<file path="src/rtl/cla_seq_add_ctrl.sv">
// Sequential WIDTH-bit add/subtract controller that time-multiplexes one external
// 4-bit CLA slice, least significant nibble first, one nibble per clock.
module cla_seq_add_ctrl #(
  parameter int WIDTH = 16
) (
  input  logic             clk,
  input  logic             rst_n,
  input  logic             in_valid,
  output logic             in_ready,
  input  logic [WIDTH-1:0] op_a,
  input  logic [WIDTH-1:0] op_b,
  input  logic             cin,
  input  logic             sub,
  output logic             out_valid,
  input  logic             out_ready,
  output logic [WIDTH-1:0] sum,
  output logic             cout,
  output logic             ovf,
  output logic [3:0]       sl_a,
  output logic [3:0]       sl_b,
  output logic             sl_ci,
  input  logic [3:0]       sl_s,
  input  logic             sl_co
);

  localparam int NIB = WIDTH / 4;
  localparam int CW  = (NIB > 1) ? $clog2(NIB) : 1;

  generate
    if ((WIDTH % 4 != 0) || (WIDTH < 4)) begin : g_bad_width
      $error("cla_seq_add_ctrl: WIDTH must be a multiple of 4 and at least 4");
    end
  endgenerate

  typedef enum logic [1:0] {
    IDLE = 2'd0,
    RUN  = 2'd1,
    DONE = 2'd2
  } state_t;

  state_t           r_state;
  state_t           w_state_nxt;
  logic [CW-1:0]    r_cnt;
  logic [WIDTH-1:0] r_a;
  logic [WIDTH-1:0] r_b;
  logic             r_carry;
  logic [WIDTH-1:0] r_sum;
  logic             r_cout;
  logic             r_ovf;

  logic             w_last;
  logic             w_accept;
  logic [WIDTH-1:0] w_a_sh;
  logic [WIDTH-1:0] w_b_sh;

  // Signed overflow: operands agree in sign but the result sign differs.
  function automatic logic f_ovf(input logic a_msb, input logic b_msb, input logic s_msb);
    return (a_msb == b_msb) && (s_msb != a_msb);
  endfunction

  assign w_last   = (r_cnt == CW'(NIB - 1));
  assign w_accept = (r_state == IDLE) && in_valid;
  assign w_a_sh   = r_a >> {r_cnt, 2'b00};
  assign w_b_sh   = r_b >> {r_cnt, 2'b00};

  always_comb begin
    w_state_nxt = r_state;
    in_ready    = 1'b0;
    out_valid   = 1'b0;
    sl_a        = 4'd0;
    sl_b        = 4'd0;
    sl_ci       = 1'b0;
    case (r_state)
      IDLE: begin
        in_ready = 1'b1;
        if (in_valid) w_state_nxt = RUN;
      end
      RUN: begin
        sl_a  = w_a_sh[3:0];
        sl_b  = w_b_sh[3:0];
        sl_ci = r_carry;
        if (w_last) w_state_nxt = DONE;
      end
      DONE: begin
        out_valid = 1'b1;
        if (out_ready) w_state_nxt = IDLE;
      end
      default: w_state_nxt = IDLE;
    endcase
  end

  // Slice results are only looked at in RUN so undriven slice outputs stay out of state.
  always_ff @(posedge clk) begin
    if (!rst_n) begin
      r_state <= IDLE;
      r_cnt   <= '0;
      r_a     <= '0;
      r_b     <= '0;
      r_carry <= 1'b0;
      r_sum   <= '0;
      r_cout  <= 1'b0;
      r_ovf   <= 1'b0;
    end else begin
      r_state <= w_state_nxt;
      if (w_accept) begin
        r_a     <= op_a;
        r_b     <= sub ? ~op_b : op_b;
        r_carry <= sub | cin;
        r_cnt   <= '0;
      end else if (r_state == RUN) begin
        r_sum[{r_cnt, 2'b00} +: 4] <= sl_s;
        r_carry                    <= sl_co;
        if (w_last) begin
          r_cnt  <= '0;
          r_cout <= sl_co;
          r_ovf  <= f_ovf(r_a[WIDTH-1], r_b[WIDTH-1], sl_s[3]);
        end else begin
          r_cnt <= r_cnt + CW'(1);
        end
      end
    end
  end

  assign sum  = r_sum;
  assign cout = r_cout;
  assign ovf  = r_ovf;

endmodule

</file>
<file path="config.mk">
export PLATFORM = sky130hd
export DESIGN_NAME = cla_seq_add_ctrl
export DESIGN_NICKNAME = d
export VERILOG_FILES = /design/src/rtl/cla_seq_add_ctrl.sv
export SDC_FILE = /design/constraint.sdc
export NUM_CORES = 1
export LEC_CHECK = 0
export CORE_ASPECT_RATIO = 2
export CORE_MARGIN = 2
export CORE_UTILIZATION = 40
export CTS_BUF_LIST = sky130_fd_sc_hd__clkbuf_8
export CTS_CLUSTER_DIAMETER = 200
export DETAILED_ROUTE_END_ITERATION = 12
export GPL_ROUTABILITY_DRIVEN = 1
export PLACE_DENSITY = 0.69
export SYNTH_ARGS = -nofsm -noshare
export SYNTH_HDL_FRONTEND = slang
export SYNTH_SLANG_ARGS = --single-unit
</file>
<file path="constraint.sdc">
create_clock -name clk -period 2.25 [get_ports clk]
set_input_delay 0.3375 -clock clk [delete_from_list [all_inputs] [get_ports clk]]
set_output_delay 0.3375 -clock clk [all_outputs]
set_load 0.01 [all_outputs]
</file>
After elaboration in Yosys (flattened, before gate mapping):

Cells that the tools add are included.

* reductions and logical operators: 8
* eq/ne operators: 8
* shift-type cells: 4
* multiplexer cells: 14
* bitwise logic cells: 4
* add/sub/neg operators: 2

Operator list (number)
* right shift 16 x 4 -> 4 bit: 2
* bitwise mux 16 bit: 1
* two-way mux 16 bit: 1
* NOT 16 bit: 1
* variable shift 4 x 6 -> 16 bit, first input constant: 1
* indexed part select 4 x 6 -> 16 bit: 1
* two-way mux 2 bit: 4
* two-way mux 4 bit: 2
* inequality test 2 bit, second input constant: 3
* negation 4 -> 6 bit: 1
* case mux 2 bit (3 select lines): 1
* AND reduction 3 bit: 2
* two-way mux 1 bit: 5
* == test 2 bit, second input constant: 2
* adder 2 x 1 -> 2 bit, second input constant: 1
* == test 2 x 1 -> 1 bit, second input constant: 1
* logical AND 1 bit: 2
* zero test 2 bit: 1
* NOT 1 bit: 2
* AND reduction 2 bit: 1
* nonzero test 2 bit: 1
* OR reduction 2 bit: 1
* == test 1 bit: 1
* inequality test 1 bit: 1
* bitwise OR 1 bit: 1

* bits of input ports: 43
* logic and storage cells: 48
* output and inout bits: 29
* register bits: 55

Logic depth before layout (Yosys ltp):

* word-level depth: 4
* depth in mapped cells: 6
* gate-level depth less buffers: 5

Least setup slack after synthesis:

OpenSTA, ideal clock, no wires.

* kind: register to register
* from: register r_cnt[1]
* to: register r_sum[0], in the netlist sum[0]
* setup slack: 502 ps
* path buffers: 1
* arrival time: 1673 ps
* clock period less this slack: 1748 ps
* cell stages (with the launch flop): 7
* data required time: 2175 ps
* setup time: 75 ps
* cell sequence: dfxtp_1 -> clkbuf_1 -> inv_1 -> ha_1 -> nor3b_1 -> nand4_1 -> o22ai_1

* longest elaborated chain between the ends: 3
* elaborated cells between the ends (all ways): 4
* those cells by class: add/sub (1); shift (2); mux (1)

RTL lines
* from (decl): RTL line 43 `logic [CW-1:0] r_cnt;`
* from (signal assigned): RTL line 118 `r_cnt <= r_cnt + CW'(1);`
* negation 4 -> 6 bit *: RTL line 111 `r_sum[{r_cnt, 2'b00} +: 4] <= sl_s;`
* indexed part select 4 x 6 -> 16 bit or variable shift 4 x 6 -> 16 bit (tied branches): RTL line 111
* bitwise mux 16 bit *: RTL line 111
* to (signal, indexed assignment): RTL line 111
* to (decl): RTL line 47 `logic [WIDTH-1:0] r_sum;`

Every way passes the cells marked *; elsewhere a longest branch is shown, timed or not.
A chain may end at the register's enable or synchronous reset.

Worst setup path after layout:

* from: register r_cnt[0]
* to: output sl_b[0]

* longest elaborated chain between the ends: 2

RTL lines
* right shift 16 x 4 -> 4 bit: RTL line 64 `assign w_b_sh = r_b >> {r_cnt, 2'b00};`
* two-way mux 4 bit: RTL line 73 `case (r_state)`
* to (decl): RTL line 20 `output logic [3:0] sl_b,`

No other way between the ends.

==> results.md <==
- Status: complete, no violations
- DIE AREA: around 0.007 mm2
- Comb pwr share: around 18%
- Critical R2R Launch: r_cnt[1]
- Via count: between 2000 and 2500
- Layout Nets: 387
- DRT Pass-1 Iters: 4
- Distinct cells, synth: 31
- Required @ worst endpoint: 1.91 ns
- Worst Tran Pin Value: around 0.7 ns
- Antenna violations before repair: 0
- Layout cells sized above 1: roughly 8.5%
- Sw Share: 24.9%
- Critical path endpoint category: output pin
- Post-synthesis async set-or-reset flop share: 0%
- Max Slew Vio Count: 0
- Leak pwr: 1.42 nW
- Clock power share: approximately a quarter
- Post-synth EDFFs: 0
- Worst-skew pair later-pin latency: ~0.30 ns
- All-Layer GR Usage: about 17%
- Startpoint types: flop
- Top Ports: 72
- GP Congestion: 0.811
- Final critical path time including I/O delays and setup: 2.08 ns
- RSZ-0062 raised after global routing: false
- Worst path arrival time: between 1.5 and 2 ns
- Reg2Reg Depth: 6
- Layout Cells excl Fill: between 400 and 500
- Sequential area share after synthesis: between 40% and 50%
- Cell Area, Synth: around 0.0025 mm2
- R2r setup slk: about 0.45 ns
- # Max-Cap Violations: 0
- WL/cell: 13.2 um
- Cell Pwr Density: 557 mW/mm2
- HP Class: reg -> reg
- CTS tree: done
- Fmax achieved: ~480 MHz
- Detailed Route WL: between 5000 and 6000 um
- Critical path class: reg -> out
- Worst-path maximum fanout: 7
- Final hold viol count: 0
- # rows: 40
- Hold Path Sink: sum[1]
- Final setup viols: 0
- Initial core utilization: about two fifths
- Post-Route Setup TNS: 0 ns
- Switching power: 0.000473 W
- GRT overflow: 0
- Port bufs: 71
- Internal: approximately 0.0014 W
- Hpwl dp: between 4000 and 5000 um
- Clock root buffer: clkbuf_8
- RR Endpoint: sum[2]
- H-tree levels: 2
- Largest net degree at the start of global routing: 47
- Number of global-route vias before repair: a little over 2000
- Yosys reg bits: 55
- Die Ht: 116 um
- Syn nets: between 300 and 400
- Ys flop type: dfxtp_1
- TritonCTS Buffers: 5
- Mapped Avg Cell Area: approximately 9.4 um2
- Crit share post-route: between 90% and 100%
- CORE AREA: roughly 0.0061 mm2
- Worst-path clk slew: around 0.090 ns
- Synth-to-Final Area Change: 35.7%
- Die X: ~60 um
- Worst-case hold slack: 0.466 ns
- Hold path cells: 2
- Cells after synthesis: 269
- DRC: 0
- Warnings, synthesis: 0
- Antenna cells: 0
- Slew HR: between 50% and 60%
- Vias/cell: a little under 5
- Post-route ant nets: 0
- Sequential power share: 55.4%
- Peak VDD IR: 0.456 mV
- Initial DRC Count: 67
- Worst hold start: sum[1]
- Placed insts: around 420
- Clock sinks: 55
- Setup Skew: between 0.006 and 0.007 ns
- First-pass GRT wire length: 9070 um
- Clock tree buffer depth: 2
routing by layer:
metal,track usage [%],wire length [um],vias up
met3,3.10,190,7
met2,32.7,3200,47
met4,6.37,85,0
met1,17.7,2130,961
li1,-,-,1062
met5,0,0,-
cell usage after synthesis, drive strengths merged, types with 3 or more instances:
cell type	count	share of area [%]
a21boi	16	4.8
buf	11	2.5
mux4	8	7.2
ha	5	2.5
nand4	3	0.75
nor2b	3	0.75
nand2	75	11
clkbuf	8	1.2
o211a	16	6.4
nor2	3	0.45
dfxtp	55	44
and2	12	3.0
xnor2	16	5.6
o22ai	16	4.0
power by group through the flow:
stage / Clock [W] / Sequential, W / Combinational [W]
4_1_cts: 0.000524 / 0.00106 / 0.000348
2_1_floorplan: 0 / 0.00107 / 0.000197
3_3_place_gp: 0 / 0.00108 / 0.000345
5_1_grt: 0.000561 / 0.00106 / 0.000382
3_5_place_dp: 0 / 0.00108 / 0.000350
6_report: 0.000506 / 0.00106 / 0.000343
flip-flops by register name (all words and copies together), names as in the netlist:
name     cells
sum         16
ovf          1
r_b         16
r_cnt        2
r_carry      1
cout         1
r_a         16
r_state      2
timing repair:
| item | 4_1_cts | 5_1_grt |
|---|---|---|
| resized for setup | 11 | 0 |
| buffers inserted | 0 | 0 |
| hold buffers | 0 | 0 |
| setup endpoints to repair | 8 | 0 |
cell families (layout without fill, tap and decap cells):
| logic type | after synthesis | after routing | share of synthesized area, % |
|---|---|---|---|
| AOI/OAI and AO/OA | 56 | 56 | 17.2 |
| DFF | 55 | 55 | 43.7 |
| and+or+nand+nor | 107 | 107 | 19.5 |
| buffers and inverters | 21 | 92 | 3.97 |
| muxes | 9 | 9 | 7.55 |
| adders and majority gates | 5 | 5 | 2.48 |
| xor gates and xnor gates | 16 | 16 | 5.56 |
how the worst max path moves through the flow:
stage             start  endpoint  slack, ns  cells after the start
4_1_cts        r_cnt[0]   sl_b[0]       0.15                      4
5_1_grt        r_cnt[0]   sl_a[2]       0.09                      4
3_3_place_gp   r_cnt[0]   sl_b[2]       0.28                      4
2_1_floorplan  r_cnt[1]    sum[0]       0.50                      6
6_report       r_cnt[0]   sl_b[0]       0.17                      4
3_5_place_dp   in_valid   r_carry       0.27                      4
stage by stage:
| step | power, W | area (um2) | util, % | worst slack [ns] |
|---|---|---|---|---|
| 2_1_floorplan | 0.00127 | 2520 | - | 0.502 |
| 3_3_place_gp | 0.00142 | 3340 | 55.1 | 0.284 |
| 3_5_place_dp | 0.00143 | 3340 | 55.1 | 0.273 |
| 4_1_cts | 0.00193 | 3420 | 56.4 | 0.150 |
| 5_1_grt | 0.00200 | 3420 | 56.4 | 0.0891 |
| 6_report | 0.00190 | 3420 | 56.4 | 0.166 |
critical path, stage by stage, from the launching register on:
cell and delay [ns]:
dfxtp_2 0.35, buf_6 0.14, mux4_2 0.50, and2_1 0.17, dlygate4sd2_1 0.28
placed cells by master, fill, tap and decap left out, types with 3 or more instances in the layout:
| cell type | synthesis | layout |
|---|---|---|
| nand2_1 | 75 | 75 |
| clkdlybuf4s50_1 | 0 | 62 |
| dfxtp_1 | 55 | 54 |
| a21boi_0 | 16 | 16 |
| xnor2_1 | 16 | 16 |
| o211a_1 | 16 | 16 |
| o22ai_1 | 16 | 16 |
| and2_1 | 12 | 12 |
| mux4_2 | 8 | 8 |
| dlygate4sd2_1 | 0 | 8 |
| buf_4 | 3 | 8 |
| ha_1 | 5 | 5 |
| clkbuf_8 | 0 | 5 |
| inv_1 | 2 | 4 |
| nor2_1 | 3 | 3 |
| nor2b_1 | 3 | 3 |
| nand4_1 | 3 | 3 |
cell type report:
type / count / area [um2]
fillers: 571 / 2640
multi-input cells: 193 / 1320
flip-flops and latches: 55 / 1100
repair buffers: 82 / 798
well taps: 84 / 105
clock buffers: 5 / 68.8
clock inverters: 3 / 12.5
inverters: 2 / 7.51
No activity file was read; power rests on OpenSTA's default activity.
